### config.mk
export PLATFORM = sky130hd
export DESIGN_NAME = simd_encoder
export DESIGN_NICKNAME = d
export VERILOG_FILES = /design/src/rtl/simd_encoder.sv
export SDC_FILE = /design/constraint.sdc
export NUM_CORES = 1
export LEC_CHECK = 0
export CORE_UTILIZATION = 53
export CTS_CLUSTER_DIAMETER = 40
export DETAILED_ROUTE_END_ITERATION = 10
export PLACE_DENSITY = 0.87
export RECOVER_POWER = 50
export SLEW_MARGIN = 20
export SYNTH_ARGS = -nofsm -noshare
export SYNTH_HDL_FRONTEND = slang
export SYNTH_SLANG_ARGS = --single-unit
export TNS_END_PERCENT = 50
### constraint.sdc
create_clock -name clk -period 2.5 [get_ports clk]
set_clock_uncertainty 0.05 [all_clocks]
set_input_delay 0.375 -clock clk [delete_from_list [all_inputs] [get_ports clk]]
set_output_delay 0.375 -clock clk [all_outputs]
set_load 0.005 [all_outputs]
### src/rtl/simd_encoder.sv
// Instruction field encoder feeding a small encoded-word FIFO with an
// auto-incrementing instruction-memory address and illegal-type accounting.
module simd_encoder #(
  parameter int unsigned DEPTH  = 4,
  parameter int unsigned ADDR_W = 8
) (
  input  logic                     clk,
  input  logic                     rst_n,
  input  logic                     flush,
  input  logic                     in_valid,
  output logic                     in_ready,
  input  logic [2:0]               type_instruction,
  input  logic [4:0]               regnum_1,
  input  logic [4:0]               regnum_2,
  input  logic [4:0]               dest_reg,
  input  logic [5:0]               shammt,
  input  logic [8:0]               address,
  output logic                     out_valid,
  input  logic                     out_ready,
  output logic [31:0]              out_instruction,
  output logic [ADDR_W-1:0]        out_addr,
  output logic [$clog2(DEPTH):0]   fifo_count,
  output logic                     illegal_pulse,
  output logic [7:0]               illegal_count
);

  localparam int unsigned PTR_W = $clog2(DEPTH);
  localparam int unsigned CNT_W = PTR_W + 1;

  localparam logic [2:0] T_NOP  = 3'b000;
  localparam logic [2:0] T_SUB  = 3'b001;
  localparam logic [2:0] T_MUL  = 3'b010;
  localparam logic [2:0] T_ADD  = 3'b011;
  localparam logic [2:0] T_FADD = 3'b100;
  localparam logic [2:0] T_FSUB = 3'b101;
  localparam logic [2:0] T_LOAD = 3'b110;
  localparam logic [2:0] T_ILL  = 3'b111;

  localparam logic [10:0] OP_SUB  = 11'b11001011000;
  localparam logic [10:0] OP_MUL  = 11'b10011011000;
  localparam logic [10:0] OP_ADD  = 11'b10001011000;
  localparam logic [10:0] OP_FP   = 11'b00011110011;
  localparam logic [10:0] OP_LOAD = 11'b10101010101;

  logic [31:0]      mem [DEPTH];
  logic [PTR_W-1:0] wr_ptr;
  logic [PTR_W-1:0] rd_ptr;
  logic [31:0]      enc_word_c;
  logic             accept_c;
  logic             push_c;
  logic             pop_c;
  logic             illegal_c;

  assign in_ready        = (fifo_count < CNT_W'(DEPTH)) && !flush;
  assign out_valid       = (fifo_count != '0);
  assign out_instruction = mem[rd_ptr];
  assign accept_c        = in_valid && in_ready;
  assign illegal_c       = accept_c && (type_instruction == T_ILL);
  assign push_c          = accept_c && (type_instruction != T_ILL);
  assign pop_c           = out_valid && out_ready;

  // Fixed-format field packing per instruction type
  always_comb begin
    enc_word_c = 32'h0000_0000;
    case (type_instruction)
      T_SUB:   enc_word_c = {OP_SUB, regnum_2, shammt, regnum_1, dest_reg};
      T_MUL:   enc_word_c = {OP_MUL, regnum_2, shammt, regnum_1, dest_reg};
      T_ADD:   enc_word_c = {OP_ADD, regnum_2, shammt, regnum_1, dest_reg};
      T_FADD:  enc_word_c = {OP_FP, regnum_2, 6'b001010, regnum_1, dest_reg};
      T_FSUB:  enc_word_c = {OP_FP, regnum_2, 6'b001110, regnum_1, dest_reg};
      T_LOAD:  enc_word_c = {OP_LOAD, address, 2'b00, regnum_1, dest_reg};
      T_NOP:   enc_word_c = 32'h0000_0000;
      default: enc_word_c = 32'h0000_0000;
    endcase
  end

  // Storage array carries no reset; occupancy gates visibility
  always_ff @(posedge clk) begin
    if (push_c) mem[wr_ptr] <= enc_word_c;
  end

  always_ff @(posedge clk or negedge rst_n) begin
    if (!rst_n) begin
      wr_ptr     <= '0;
      rd_ptr     <= '0;
      fifo_count <= '0;
      out_addr   <= '0;
    end else if (flush) begin
      wr_ptr     <= '0;
      rd_ptr     <= '0;
      fifo_count <= '0;
      out_addr   <= '0;
    end else begin
      if (push_c) wr_ptr <= wr_ptr + PTR_W'(1);
      if (pop_c) begin
        rd_ptr   <= rd_ptr + PTR_W'(1);
        out_addr <= out_addr + ADDR_W'(1);
      end
      case ({push_c, pop_c})
        2'b10:   fifo_count <= fifo_count + CNT_W'(1);
        2'b01:   fifo_count <= fifo_count - CNT_W'(1);
        default: fifo_count <= fifo_count;
      endcase
    end
  end

  // Illegal requests are consumed, flagged for one cycle and counted
  always_ff @(posedge clk or negedge rst_n) begin
    if (!rst_n) begin
      illegal_pulse <= 1'b0;
      illegal_count <= 8'h00;
    end else begin
      illegal_pulse <= illegal_c;
      if (illegal_c && (illegal_count != 8'hFF))
        illegal_count <= illegal_count + 8'h01;
    end
  end

endmodule

### Word-level counts from Yosys, hierarchy flattened

Memories as Yosys holds them, arrays and structs flattened.
Index checks and enable logic that the tools add are counted.

* register bits: 24
* bits in latches: 0
* memory bits (writable): 128
* bits in read-only memories: 0
* output and inout bits: 54
* logic and storage cells: 47
* memories: 1

* add/sub/neg operators: 6
* multiply operators: 0
* div/mod/pow operators: 0
* order comparisons: 1
* eq/ne operators: 11
* shift operators: 0
* muxes and demuxes: 11
* bitwise operators: 0
* reductions and logical operators: 11

Memory list
* mem: depth 4, bits a word 32, rd ports 1, clocked after Yosys merged registers in 0, write ports 1, RTL line 45 `logic [31:0] mem [DEPTH];`

Operator list (count)
* 32-bit one-hot mux with 6 select lines: 1
* 8-bit by 1-bit adder with 8-bit output, second input constant: 2
* 8-bit two-way mux: 2
* 3-bit equality test, second input constant: 4
* 2-bit two-way mux: 4
* 8-bit != test, second input constant: 1
* 3-bit by 2-bit equality test with 1-bit output, second input constant: 2
* 1-bit logical AND: 6
* 3-bit one-hot mux with 2 select lines: 1
* 3-bit nonzero test: 2
* 2-bit by 1-bit adder with 2-bit output, second input constant: 2
* 2-bit nonzero test: 2
* 3-bit by 1-bit adder with 3-bit output, second input constant: 1
* 3-bit by 1-bit equality test with 1-bit output, second input constant: 1
* 3-bit less-than comparator, second input constant: 1
* 3-bit two-way mux: 1
* 3-bit != test, second input constant: 1
* 3-bit by 1-bit subtractor with 3-bit output, second input constant: 1
* 2-bit by 1-bit equality test with 1-bit output, second input constant: 1
* 2-bit equality test, second input constant: 1
* 1-bit two-way mux: 2
* 1-bit zero test: 1

### Depth between registers and ports, before layout

Gate-level depths: netlist of the first run.

* depth after elaboration: 7
* depth in mapped cells: 9

### Worst setup path before layout of the first run

OpenSTA, ideal clock, no wires.

* kind: input port to flip-flop
* start: input flush
* end: register fifo_count[2]
* setup time: 0.128 ns
* data arrival time: 2.185 ns
* data required time: 2.322 ns
* setup slack: 0.138 ns
* stages on the path: 9
* cell sequence: buf_6 or3b_4 nor2b_2 buf_6 nor2_1 fa_1 and2_1 mux2i_1 mux2_1

* longest elaborated chain between the ends: 7

Ends and longest elaborated chain
* start, declared: RTL line 9 `input logic flush,`
* 1-bit zero test: RTL line 54 `assign in_ready = (fifo_count < CNT_W'(DEPTH)) && !flush;`
* 1-bit logical AND: RTL line 54
* 1-bit logical AND: RTL line 57 `assign accept_c = in_valid && in_ready;`
* 1-bit logical AND: RTL line 59 `assign push_c = accept_c && (type_instruction != T_ILL);`
* 2-bit by 1-bit equality test with 1-bit output or 2-bit equality test (tied branches): RTL line 99 `case ({push_c, pop_c})`
* 3-bit one-hot mux with 2 select lines: RTL line 99
* 3-bit two-way mux: RTL line 88 `end else if (flush) begin`
* end signal, assigned: RTL line 100 `2'b10: fifo_count <= fifo_count + CNT_W'(1);`
* end signal, assigned: RTL line 101 `2'b01: fifo_count <= fifo_count - CNT_W'(1);`
* end signal, assigned: RTL line 102 `default: fifo_count <= fifo_count;`
* end, declared: RTL line 22 `output logic [$clog2(DEPTH):0] fifo_count,`

Parallel ways exist; a longest one is shown, timed or not.
A chain may end at the register's enable or synchronous reset.

### Worst setup path in the final report of the first run

* start: register rd_ptr[0]
* end: output out_instruction[25]

* longest elaborated chain between the ends: 1

Ends and longest elaborated chain
* start, declared: RTL line 47 `logic [PTR_W-1:0] rd_ptr;`
* start signal, assigned: RTL line 96 `rd_ptr <= rd_ptr + PTR_W'(1);`
* memory read 4 x 32 bit
* end, declared: RTL line 20 `output logic [31:0] out_instruction,`

No other way between the ends.

==> results.sh, run 1 <==
export IMPL_synth_cells=338
export IMPL_maxSlewViolCount=0
export IMPL_worst_setup_path_type="reg -> out"
export IMPL_start_kind="register"
export IMPL_cts_tree="built"
export IMPL_grt_ovfl_total=0
export IMPL_cp_depth=3
export IMPL_fin_tns_setup_ps=0
export IMPL_rsz0062_at_grt="false"
export IMPL_final_util=0.719
export IMPL_postCtsSetupRepairBufs=0
export IMPL_finalSetupViolCount=0
export IMPL_path_delay_family="multiplexers"
export IMPL_drt_pass1_iter_count=4
export IMPL_max_slew_margin_rel=0.132
export IMPL_fmax_ghz=0.414
export IMPL_drc=0
export IMPL_worstPathArrival_ps=1990
export IMPL_ys_async_sr_fraction=0.171
export IMPL_syn_to_final_growth_pct=29.3
export IMPL_drv_cap=0
export IMPL_status="finished clean"
export IMPL_period_share=0.966
export IMPL_insertion_delay_ps=500
export IMPL_worst_path_buf_inv=2
export IMPL_drive_above_1_share=0.177
export IMPL_hold_viol_final=0
export IMPL_nNetsFinal=495
export IMPL_cpPeakStageDelay_ps=570
export IMPL_seqCellArea_mm2=0.00409
export IMPL_grt_max_degree=30
export IMPL_die_x_um=107
export IMPL_num_io_pins=92
export IMPL_syn_num_nets=383
export IMPL_htreeDepth=4
export IMPL_yosysUniqueCellTypes=44
export IMPL_ir_worst_vdd_mv=0.590
export IMPL_post_drt_wl_per_cell_um=19.9
export IMPL_period_needed_ps=2420
export IMPL_synth_seq_cells=140
export IMPL_antenna_cells=0
export IMPL_routed_wl_mm=11.9
export IMPL_multiInputGateArea_mm2=0.00163
export IMPL_synth_warnings=0
export IMPL_viasPerCell=5.60
export IMPL_power_density_mw_per_mm2=885
export IMPL_gp_congestion=0.756
export IMPL_rr_worst_depth=7
export IMPL_dieArea_mm2=0.0115
export IMPL_io_buffers=91
export IMPL_cts_sinks=140
export IMPL_clockRootBuffer="clkbuf_8"
export IMPL_holdBufCountCts=0
export IMPL_hold_path_class="reg -> reg"
export IMPL_synth_edf_count=116
export IMPL_first_iter_violations=175
export IMPL_worstMarginPinSlew_ps=1300
export IMPL_die_h_um=107
export IMPL_grt_usage=0.225
export IMPL_grt_first_pass_wirelength_mm=18.6
export IMPL_hpwl_mm=7.32
export IMPL_synth_flop_cell="edfxtp_1"
export IMPL_vias=3352
export IMPL_yosysSeqAreaShare=0.699
export IMPL_cts_path_max_buffers=2
export IMPL_p_leak_nw=2.75
export IMPL_end_kind="primary output"
export IMPL_cp_required_ps=2080
export IMPL_clkSlewWorstSetupHoldPaths_ps=60
export IMPL_ant_nets=0
export IMPL_core_mm2=0.0105
export IMPL_crit_path_max_fanout=18
export IMPL_num_fill_cells=651
export IMPL_path_cells="buf_12, mux4_2, dlygate4sd2_1"
export IMPL_cpMaxStageDelayCell="mux4_2"
export IMPL_antenna_found_initial=0
export IMPL_grt_pass1_vias=3465
export IMPL_syn_area_mm2=0.00585
export IMPL_numCtsBuffers=17
export IMPL_hold_depth=1
export IMPL_rows=37
export IMPL_initial_core_util=0.556
export IMPL_avgSynthCellArea_um2=17.3
## cell usage after synthesis, drive strengths merged, types with 2 or more instances
cell type	number	share of area
ha	6	0.013
a21oi	9	0.0077
nor2b	10	0.011
o211ai	2	0.0026
and2	17	0.018
or3	2	0.0021
a22o	2	0.0030
clkbuf	8	0.0051
or2	2	0.0021
nand2b	4	0.0043
xnor2	9	0.015
nor3	3	0.0034
nor2	19	0.013
mux2i	8	0.014
buf	10	0.012
nand3	5	0.0043
nand2	15	0.0096
inv	4	0.0026
o21ai	6	0.0051
and3	2	0.0021
xor2	4	0.0060
mux4	29	0.11
a21o	2	0.0026
o21a	2	0.0026
edfxtp	116	0.60
dfrtp	24	0.10
nand4	6	0.0064
mux2	6	0.012
## repair_timing
| action | CTS | global route |
|---|---|---|
| cloned | 0 | 0 |
| resized for setup | 30 | 5 |
| endpoints found under the setup margin | 32 | 5 |
## where the power goes
group	total, W	leakage (nW)	switching (W)	internal (W)
registers	0.00281	1.39	0.000120	0.00269
logic	0.00153	1.09	0.000639	0.000887
clock network	0.00236	0.277	0.00100	0.00135
total	0.00669	2.75	0.00176	0.00493
## registers in the layout, indices dropped and copies added, names as in the netlist
signal         cells
rd_ptr             2
mem              116
illegal_count      8
wr_ptr             2
illegal_pulse      1
out_addr           8
fifo_count         3
## final timing paths
| check | end | from | slack [ps] |
|---|---|---|---|
| setup / recovery | out_instruction[25] | rd_ptr[0] | 80 |
| hold / removal | illegal_count[0] | illegal_count[0] | 480 |
| setup reg to reg | fifo_count[2] | fifo_count[2] | 260 |
| hold reg to reg | illegal_count[0] | illegal_count[0] | 480 |
| max in group asynchronous | rd_ptr[0] | rst_n | 910 |
| min in group asynchronous | fifo_count[0] | rst_n | 630 |
## per-stage QoR
| step | hold slack [ps] | instance area, um2 | instances | setup WS (ps) | power (W) |
|---|---|---|---|---|---|
| 5_1_grt | 499 | 7560 | 599 | 5.24 | 0.00695 |
| 6_report | 476 | 7560 | 599 | 84.8 | 0.00669 |
| 4_1_cts | 171 | 7590 | 599 | -72.9 | 0.00680 |
| 3_3_place_gp | 467 | 7040 | 567 | -53.7 | 0.00447 |
| 2_1_floorplan | 29.4 | 5850 | 338 | 138 | 0.00369 |
| 3_5_place_dp | 460 | 7040 | 567 | -117 | 0.00453 |
## cell type report
type | instances | share of cell area
repair buffers | 111 | 0.144
multi-input cells | 176 | 0.216
flip-flops and latches | 140 | 0.540
clock buffers | 17 | 0.0548
clock inverters | 15 | 0.0204
inverters | 4 | 0.00199
well taps | 136 | 0.0225
## layout by cell type, fill, tap and decap left out, types with 12 or more instances in the layout
cell type | netlist | layout
edfxtp_1 | 116 | 116
nor2_1 | 18 | 19
dlygate4sd2_1 | 0 | 27
nand2_1 | 15 | 15
clkbuf_16 | 0 | 16
clkdlybuf4s50_1 | 0 | 51
dfrtp_1 | 24 | 23
mux4_2 | 29 | 29
and2_0 | 0 | 12
## cell families (layout without fill, tap and decap cells)
| kind of cell | count (synthesis) | in the layout | synth area share |
|---|---|---|---|
| muxes | 43 | 43 | 0.138 |
| AOI/OAI and AO/OA | 26 | 26 | 0.0276 |
| xor gates and xnor gates | 13 | 13 | 0.0208 |
| and+or+nand+nor | 87 | 87 | 0.0796 |
| adders and majority gates | 7 | 7 | 0.0163 |
| buffers and inverters | 22 | 147 | 0.0195 |
| DFF | 140 | 140 | 0.699 |
## layer usage
metal  vias to the layer above  part of all wire  track usage
met1                      1729              0.41        0.273
li1                       1523                 -            -
met5                         -                 0            0
met4                         0            0.0069       0.0597
met3                         7             0.040       0.0486
met2                        93              0.54        0.406
Power figures use the tool's default switching activity.
==> run 2, diff against run 1 <==
Settings changed: CORE_MARGIN set to 8.
==> results.sh, run 2 (synthesized netlist as in run 1, its figures left out) <==
export IMPL_start_kind="register"
export IMPL_finalSetupViolCount=0
export IMPL_period_needed_ps=2410
export IMPL_fin_tns_setup_ps=0
export IMPL_p_sw_w=0.00166
export IMPL_hold_viol_final=0
export IMPL_ant_nets=0
export IMPL_r2r_slack_ps=180
export IMPL_place_inst=568
export IMPL_max_slew_margin_rel=0.144
export IMPL_whs_endpoint="illegal_count[5]"
export IMPL_status="finished clean"
export IMPL_fmax_ghz=0.416
export IMPL_syn_to_final_growth_pct=31.0
export IMPL_nNetsFinal=498
export IMPL_cp_required_ps=2080
export IMPL_period_share=0.962
export IMPL_post_drt_wl_per_cell_um=19.9
export IMPL_rr_worst_depth=7
export IMPL_clock_power_share=0.369
export IMPL_stdcell_area_mm2=0.00766
export IMPL_initial_core_util=0.542
export IMPL_power_density_mw_per_mm2=914
export IMPL_p_int_w=0.00534
export IMPL_p_comb_frac=0.229
export IMPL_regMostFlops="mem"
export IMPL_num_fill_cells=671
export IMPL_path_delay_family="multiplexers"
export IMPL_final_cell_mix="edfxtp_1 (116), clkdlybuf4s50_1 (52), mux4_2 (29)"
export IMPL_mostFrequentLayoutCell="edfxtp_1"
export IMPL_ir_worst_vdd_mv=0.564
export IMPL_clkSlewWorstSetupHoldPaths_ps=60
export IMPL_routed_wl_mm=12.1
export IMPL_drive_above_1_share=0.172
export IMPL_grt_ovfl_total=0
export IMPL_grt_usage=0.173
export IMPL_postPlaceCellArea_mm2=0.00704
export IMPL_drc=0
export IMPL_viasPerCell=5.46
export IMPL_hpwl_mm=7.79
export IMPL_drv_cap=0
export IMPL_pwr_share_seq=0.402
export IMPL_regToRegEndpoint="fifo_count[2]"
export IMPL_min_from="illegal_count[5]"
export IMPL_insertion_delay_ps=520
export IMPL_antenna_found_initial=0
export IMPL_die_x_um=121
export IMPL_rows=38
export IMPL_first_iter_violations=185
export IMPL_hold_slack_ps=471
export IMPL_largestRegisters="mem: 116 flops, illegal_count: 8 flops, out_addr: 8 flops"
export IMPL_hold_path_class="reg -> reg"
export IMPL_swShare=0.237
export IMPL_largest_reg_flops=116
export IMPL_crit_path_max_fanout=12
export IMPL_end_kind="primary output"
export IMPL_cts_path_max_buffers=2
export IMPL_path_cells="buf_12, mux4_2, dlygate4sd2_1"
export IMPL_worst_setup_path_type="reg -> out"
export IMPL_cpMaxStageDelayCell="mux4_2"
export IMPL_p_leak_nw=2.79
export IMPL_cts_sinks=140
export IMPL_layout_cells_non_filler=605
export IMPL_antenna_cells=0
export IMPL_gp_congestion=0.792
export IMPL_worstMarginPinSlew_ps=1280
export IMPL_hold_depth=1
export IMPL_grt_pass1_vias=3490
export IMPL_worstPathArrival_ps=1980
export IMPL_vias=3306
export IMPL_cts_tree="built"
export IMPL_dieArea_mm2=0.0146
export IMPL_maxSlewViolCount=0
export IMPL_drt_pass1_iter_count=4
export IMPL_grt_max_degree=30
export IMPL_worst_path_buf_inv=2
export IMPL_r2r_start="fifo_count[2]"
export IMPL_cpPeakStageDelay_ps=530
export IMPL_core_mm2=0.0108
export IMPL_grt_first_pass_wirelength_mm=18.8
export IMPL_die_h_um=121
export IMPL_num_io_pins=92
export IMPL_clockRootBuffer="clkbuf_8"
export IMPL_holdBufCountCts=0
export IMPL_io_buffers=91
export IMPL_rsz0062_at_grt="true"
export IMPL_htreeDepth=4
export IMPL_numCtsBuffers=17
## run 2: changes by cell type in the layout (fill, tap and decap cells not counted), moves of 3 or more
| cell | before | now |
|---|---|---|
| inv_8 | 3 | 0 |
| bufinv_16 | 1 | 5 |
| dlygate4sd2_1 | 27 | 23 |
| inv_6 | 4 | 1 |
| clkinv_1 | 1 | 4 |
| clkinv_4 | 5 | 1 |
| clkdlybuf4s15_1 | 0 | 3 |
## run 2: worst max-delay path by stage
stage | start | to | depth (start not counted)
global route | rd_ptr[0] | out_instruction[23] | 3
floorplan | flush | fifo_count[2] | 9
global placement | flush | fifo_count[2] | 8
detailed placement | in_valid | fifo_count[2] | 8
CTS | rd_ptr[0] | out_instruction[27] | 3
finish | rd_ptr[0] | out_instruction[21] | 3
## run 2: layout make-up
| type | count | area, um2 | area share |
|---|---|---|---|
| clock buffer | 17 | 414 | 0.0541 |
| tap | 140 | 175 | 0.0229 |
| multi-input combinational | 176 | 1630 | 0.213 |
| sequential | 140 | 4090 | 0.533 |
| clock inverter | 14 | 200 | 0.0261 |
| timing repair buffer | 114 | 1140 | 0.149 |
| inverter | 4 | 15.0 | 0.00196 |
## run 2: layer usage
metal,track usage,vias up,routed length [um]
li1,-,1526,-
met1,0.191,1680,4620
met2,0.296,91,6560
met3,0.0638,9,775
met4,0.0703,0,105
met5,0,-,0
## run 2: repair_timing
item	4_1_cts	5_1_grt
buffers inserted	2	4
gates resized for setup	29	9
hold endpoints to repair	0	0
endpoints found under the setup margin	32	22
gates cloned	1	0
## run 2: power by group through the flow
stage / Clock, W / Sequential, W / Combinational (W)
finish: 0.00258 / 0.00281 / 0.00161
global route: 0.00272 / 0.00283 / 0.00176
CTS: 0.00263 / 0.00282 / 0.00169
detailed placement: 0 / 0.00285 / 0.00168
floorplan: 0 / 0.00283 / 0.000865
global placement: 0 / 0.00284 / 0.00164
## run 2: per-stage QoR
step                 util  worst slack [ps]  total power [W]
CTS                 0.712              -126          0.00713
detailed placement  0.652              -190          0.00454
global route        0.710             -3.67          0.00731
finish              0.710              94.9          0.00700
global placement    0.652             -41.6          0.00448
floorplan               -               138          0.00369
==> run 3, diff against run 2 <==
Settings changed: CORE_ASPECT_RATIO set to 0.6, SKIP_CTS_REPAIR_TIMING set to 1.
==> results.sh, run 3 (synthesized netlist as in run 1, its figures left out) <==
export IMPL_grt_first_pass_wirelength_mm=20.3
export IMPL_hold_depth=1
export IMPL_status="finished clean"
export IMPL_period_share=0.977
export IMPL_fin_ws_ps=57.9
export IMPL_nNetsFinal=491
export IMPL_period_needed_ps=2440
export IMPL_die_h_um=97.4
export IMPL_initial_core_util=0.548
export IMPL_num_io_pins=92
export IMPL_total_power_w=0.00685
export IMPL_rr_worst_depth=7
export IMPL_final_cell_mix="edfxtp_1 (116), clkdlybuf4s50_1 (48), mux4_2 (29)"
export IMPL_numCtsBuffers=17
export IMPL_cts_sinks=140
export IMPL_grt_max_degree=31
export IMPL_rows=29
export IMPL_p_leak_nw=2.90
export IMPL_gp_congestion=0.799
export IMPL_crit_path_max_fanout=10
export IMPL_grt_usage=0.185
export IMPL_start_kind="register"
export IMPL_core_mm2=0.0107
export IMPL_htreeDepth=4
export IMPL_grt_ovfl_total=0
export IMPL_worstPathArrival_ps=2020
export IMPL_post_drt_wl_per_cell_um=22.1
export IMPL_max_slew_margin_rel=0.118
export IMPL_regToRegEndpoint="fifo_count[2]"
export IMPL_cts_path_max_buffers=2
export IMPL_largest_reg_flops=116
export IMPL_drc=0
export IMPL_maxSlewViolCount=0
export IMPL_clockRootBuffer="clkbuf_16"
export IMPL_num_fill_cells=671
export IMPL_rsz0062_at_grt="true"
export IMPL_io_buffers=91
export IMPL_mostFrequentLayoutCell="edfxtp_1"
export IMPL_whs_endpoint="illegal_count[5]"
export IMPL_ir_worst_vdd_mv=0.533
export IMPL_r2r_slack_ps=180
export IMPL_antenna_cells=0
export IMPL_routed_wl_mm=13.2
export IMPL_cp_required_ps=2080
export IMPL_grt_pass1_vias=3575
export IMPL_drv_cap=0
export IMPL_fin_tns_setup_ps=0
export IMPL_regMostFlops="mem"
export IMPL_end_kind="primary output"
export IMPL_worstMarginPinSlew_ps=1320
export IMPL_first_iter_violations=271
export IMPL_power_density_mw_per_mm2=900
export IMPL_vias=3338
export IMPL_insertion_delay_ps=410
export IMPL_hpwl_mm=8.25
export IMPL_drt_pass1_iter_count=4
export IMPL_min_from="illegal_count[5]"
export IMPL_largestRegisters="mem: 116 flops, illegal_count: 8 flops, out_addr: 8 flops"
export IMPL_r2r_start="fifo_count[2]"
export IMPL_dieArea_mm2=0.0148
export IMPL_hold_path_class="reg -> reg"
export IMPL_fmax_ghz=0.409
export IMPL_viasPerCell=5.59
export IMPL_worst_setup_path_type="reg -> out"
export IMPL_hold_viol_final=0
export IMPL_antenna_found_initial=0
export IMPL_drive_above_1_share=0.155
export IMPL_clkSlewWorstSetupHoldPaths_ps=60
export IMPL_cts_tree="built"
export IMPL_die_x_um=152
export IMPL_syn_to_final_growth_pct=30.2
export IMPL_finalSetupViolCount=0
export IMPL_dp_worst_setup_slack_ps=-181
export IMPL_ant_nets=0
run 3: cell count changes in the layout (fill, tap and decap cells not counted), moves of 3 or more:
| cell | delta |
|---|---|
| clkdlybuf4s15_1 | -3 |
| dlymetal6s2s_1 | +16 |
| clkdlybuf4s50_1 | -4 |
| and2_1 | +4 |
| dlygate4sd2_1 | -23 |
| buf_4 | -5 |
| dlygate4sd3_1 | +14 |
| and2_0 | -4 |
run 3: metal layers:
metal	track usage	up-vias	share of wire
met5	0	-	0
met4	0.0690	0	0.014
met3	0.0549	14	0.090
met2	0.293	132	0.49
met1	0.237	1684	0.41
li1	-	1508	-
run 3: layout make-up:
type / count / area [um2] / share of cell area
multi-input combinational: 176 / 1630 / 0.214
sequential: 140 / 4090 / 0.537
clock inverter: 12 / 129 / 0.0169
clock buffer: 19 / 433 / 0.0569
tap: 139 / 174 / 0.0229
inverter: 4 / 15.0 / 0.00197
timing repair buffer: 107 / 1150 / 0.151
run 3: power breakdown:
part	total [W]	switching, W	internal (W)
combinational	0.00162	0.000677	0.000938
sequential	0.00281	0.000121	0.00269
clock	0.00242	0.000883	0.00153
run 3: worst max-delay path by stage:
stage,startpoint,endpoint,slack [ps]
CTS,rd_ptr[0],out_instruction[28],-50
global route,rd_ptr[0],out_instruction[8],-10
global placement,flush,fifo_count[2],-70
detailed placement,flush,fifo_count[2],-180
finish,rd_ptr[0],out_instruction[8],60
floorplan,flush,fifo_count[2],140
run 3: worst max-delay path, stage by stage (launching register included):
cell and delay (ps):
dfrtp_2 390, buf_6 180, mux4_2 540, clkdlybuf4s50_1 490
run 3: per-stage QoR:
stage	util	instance area (um2)	hold WS [ps]	std cells
floorplan	-	5850	29.4	338
global placement	0.659	7030	461	566
detailed placement	0.659	7030	468	566
CTS	0.711	7590	268	597
global route	0.713	7610	522	597
finish	0.713	7610	491	597
==> RTL change 1 (settings of run 3) <==
Change the parameter `ADDR_W` from 8 to 7.
--- a/src/rtl/simd_encoder.sv
+++ b/src/rtl/simd_encoder.sv
@@ -3,5 +3,5 @@
 module simd_encoder #(
   parameter int unsigned DEPTH  = 4,
-  parameter int unsigned ADDR_W = 8
+  parameter int unsigned ADDR_W = 7
 ) (
   input  logic                     clk,
Ports: changed (resized out_addr); port bits go from 92 to 91. No check against the original RTL was run, so the function may have changed too.
==> RTL change 1 against run 3 <==
Setup slack worse by 39 ps. Sequential cell count fell by 1. Die area decreased by 0.54%. Wire length decreased by 7.6%. First-iteration DRC count fell by 22%. Synthesized area shrank 0.62%. Power increased by 1.2%. Cell area grew 0.33%. Largest power group unchanged.
==> RTL change 1: results (changes against run 3) <==
routed vias/inst 5.60 (+0.13%); post-synthesis async set-or-reset flop share 16.5% (-0.60 points); Critical Path Max Stage Delay 560 ps (+20 ps); vias in the first global route 3462 (-3.2%); top flop regs mem: 116 flops, illegal_count: 8 flops, out_addr: 7 flops; Net Count, Synth 380 (-0.78%); Post-DP Area 6980 um2 (-0.71%); Filler Cell Count 649 (-3.3%); CP arrival 2060 ps (+40 ps); initial antenna violation count 0 (unchanged); Post-Synth Adder-Cell Area 1.64% (+0.010 points); status completed; post-synthesis cell type count 39 (-11%); top post-synthesis cells by area edfxtp_1, mux4_2, dfrtp_1; Worst Hold Launch out_addr[6]; Synth Area in XOR/XNOR 2.24% (+0.16 points); placed cell count 562 (-0.71%); crit path capture out_instruction[21]; pre-CTS WS 15.5 ps (+196 ps); WL/cell 20.4 um (-7.7%); global-route wire length before repair 18.6 mm (-8.3%); layout cells sized above 1 18.5% (+3.0 points); crit share post-route 99.2% (+1.6 points); Tot GR Track Use 17.1% (-1.4 points); Leak 0.00292 uW (+0.53%); worst vdd ir 600 uV (+13%); Hold Path Depth 2 (+1); WL final 12.2 mm (-7.6%); cell-internal power 5130 uW (-0.73%); IO Port Bufs 90 (-1.1%); Util after Layout 71.8% (+0.48 points); Post-synth top cells edfxtp_1, mux4_2, dfrtp_1, nand2_1; Final HPWL DP 7.86 mm (-4.8%); R2R setup slack 220 ps (+40 ps); reg-to-reg startpoint fifo_count[1]; final hold slack 497 ps (+5.28 ps); Seq/Total Area, Yosys 69.9% (about the same); Endpoint, Worst Hold out_addr[6]; CP Max Fanout 11 (+1); Ant. Diodes 0 (unchanged)
[RTL change 1: cell types whose count changed in the layout (fill, tap and decap cells not counted), moves of 4 or more]
cell	before	now
clkdlybuf4s50_1	48	62
clkinv_2	4	0
clkinv_1	5	0
nand2_1	15	22
clkinvlp_4	0	5
dlygate4sd3_1	21	5
inv_6	0	4
and2_1	9	13
[RTL change 1: final cells by class]
cell class,instances,share of cell area [%]
clock inverters,14,1.84
repair buffers,111,15.6
inverters,5,0.246
well taps,139,2.28
clock buffers,18,5.62
multi-input cells,172,21.2
flip-flops and latches,139,53.2
[RTL change 1: layer usage]
layer	share of wire, %	vias up	global-route usage (%)
li1	-	1499	-
met4	1.6	0	7.42
met5	0	-	0
met1	43	1667	23.0
met2	46	163	25.3
met3	9.2	19	5.30
[RTL change 1: power groups by stage]
stage	logic (uW)	clock network (uW)	registers, uW
after floorplan	860	0	2820
after global placement	1660	0	2810
after detailed placement	1700	0	2830
after CTS	1710	2420	2780
after global routing	1900	2490	2800
final	1760	2380	2790
==> RTL change 2 (flow settings as in run 3) <==
Made on the original files. Put one more register stage on the output `illegal_count`, without a reset. The value now appears one clock later. The other outputs are not delayed to match.
--- a/src/rtl/simd_encoder.sv
+++ b/src/rtl/simd_encoder.sv
@@ -42,4 +42,6 @@
   localparam logic [10:0] OP_FP   = 11'b00011110011;
   localparam logic [10:0] OP_LOAD = 11'b10101010101;
+
+  logic [7:0] illegal_count_s0;
 
   logic [31:0]      mem [DEPTH];
@@ -109,10 +111,14 @@
     if (!rst_n) begin
       illegal_pulse <= 1'b0;
-      illegal_count <= 8'h00;
+      illegal_count_s0 <= 8'h00;
     end else begin
       illegal_pulse <= illegal_c;
-      if (illegal_c && (illegal_count != 8'hFF))
-        illegal_count <= illegal_count + 8'h01;
+      if (illegal_c && (illegal_count_s0 != 8'hFF))
+        illegal_count_s0 <= illegal_count_s0 + 8'h01;
     end
+  end
+
+  always_ff @(posedge clk) begin
+    illegal_count <= illegal_count_s0;
   end
 
Function: changed (a bounded check fails within 4 cycles, from zero or initial values and one cycle with rst_n low).
==> RTL change 2 against run 3 <==
Sequential cell count rose by 8. Synthesized area rose by 3.1%. Global-route usage fell by 0.31 points. Power rose by 5.8%. Critical path depth rose by 3. Register-to-register slack improved by 40 ps. Setup slack improved by 91 ps. Cell area rose by 4.2%. Sequential share of layout area fell by 0.12 points. Largest power group unchanged. Via count rose by 4.7%. Wire length rose by 4.7%.
==> RTL change 2: results (changes against run 3) <==
status completed; CP Max Fanout 29 (+19); met1 usage 23.3% (-0.39 points); initial antenna violation count 1 (+1); met2 capacity usage during global routing 28.8% (-0.52 points); met3 usage in global routing 5.50% (+0.016 points); Initial DRC Count 238 (-12%); proportion of synthesized area in mux cells 13.2% (-0.60 points); routed wl met2 6.76 mm (+4.9%); Final HPWL DP 8.77 mm (+6.3%); CP Launch Point type_instruction[1]; Synth Area in Compound Gates 2.70% (-0.061 points); final hold slack 400 ps (-91.3 ps); Slew @ Worst Pin 1430 ps (+108 ps); met3 wire len 960 um (-19%); Leak 0.00310 uW (+7.0%); Post-synth top cells edfxtp_1, mux4_2, dfrtp_1, nor2_1, and2_1; reg-to-reg startpoint fifo_count[0]; WL final 13.8 mm (+4.7%); wl on met1 5.85 mm (+8.8%); reg2reg path depth 6 (-1); Tot GR Track Use 18.2% (-0.31 points); Seq/Total Area, Yosys 70.4% (+0.58 points); CP max-delay cell dlygate4sd3_1; Post-Synth Adder-Cell Area 1.58% (-0.048 points); crit path capture mem[0][27]; Synth Area in XOR/XNOR 2.16% (+0.084 points); via count 3494 (+4.7%); CP arrival 2360 ps (+340 ps); layout cells sized above 1 18.1% (+2.6 points); Endpoint, Worst Hold illegal_count[1]; vias in the first global route 3707 (+3.7%); top post-synthesis cells by area edfxtp_1, mux4_2, dfrtp_1; global-route wire length before repair 20.9 mm (+2.8%); R2R setup slack 220 ps (+40 ps); post-synthesis cell type count 40 (-9.1%)
==> RTL change 2: changes by cell type after synthesis, sizes merged, moves of 2 or more <==
cell / change
and3: +2
buf: +4
dfxtp: +8
nor2: +3
o211ai: -2
o21a: -2
==> RTL change 2: per-stage QoR <==
stage          total power (uW)  cell area [um2]  worst slack (ps)  utilization, %  cells
6_report                   7240             7930               149            70.9    619
5_1_grt                    7530             7930              46.7            70.9    619
3_3_place_gp               4700             7220              73.4            64.6    583
2_1_floorplan              3870             6020               387               -    349
4_1_cts                    7220             7800              -120            69.7    615
3_5_place_dp               4760             7220              -106            64.6    583
==> RTL change 2: power by group <==
part	switching [uW]	total (uW)	internal [uW]	leakage, uW
combinational	736	1810	1070	0.00137
clock	1080	2460	1380	0.000283
sequential	138	2980	2840	0.00145
total	1960	7240	5280	0.00310
==> RTL change 2: layout make-up <==
class,instances,area (um2)
sequential,148,4250
fill,703,3260
multi-input combinational,176,1640
timing repair buffer,115,1270
clock buffer,18,450
tap,144,180
clock inverter,14,126
inverter,4,15.0
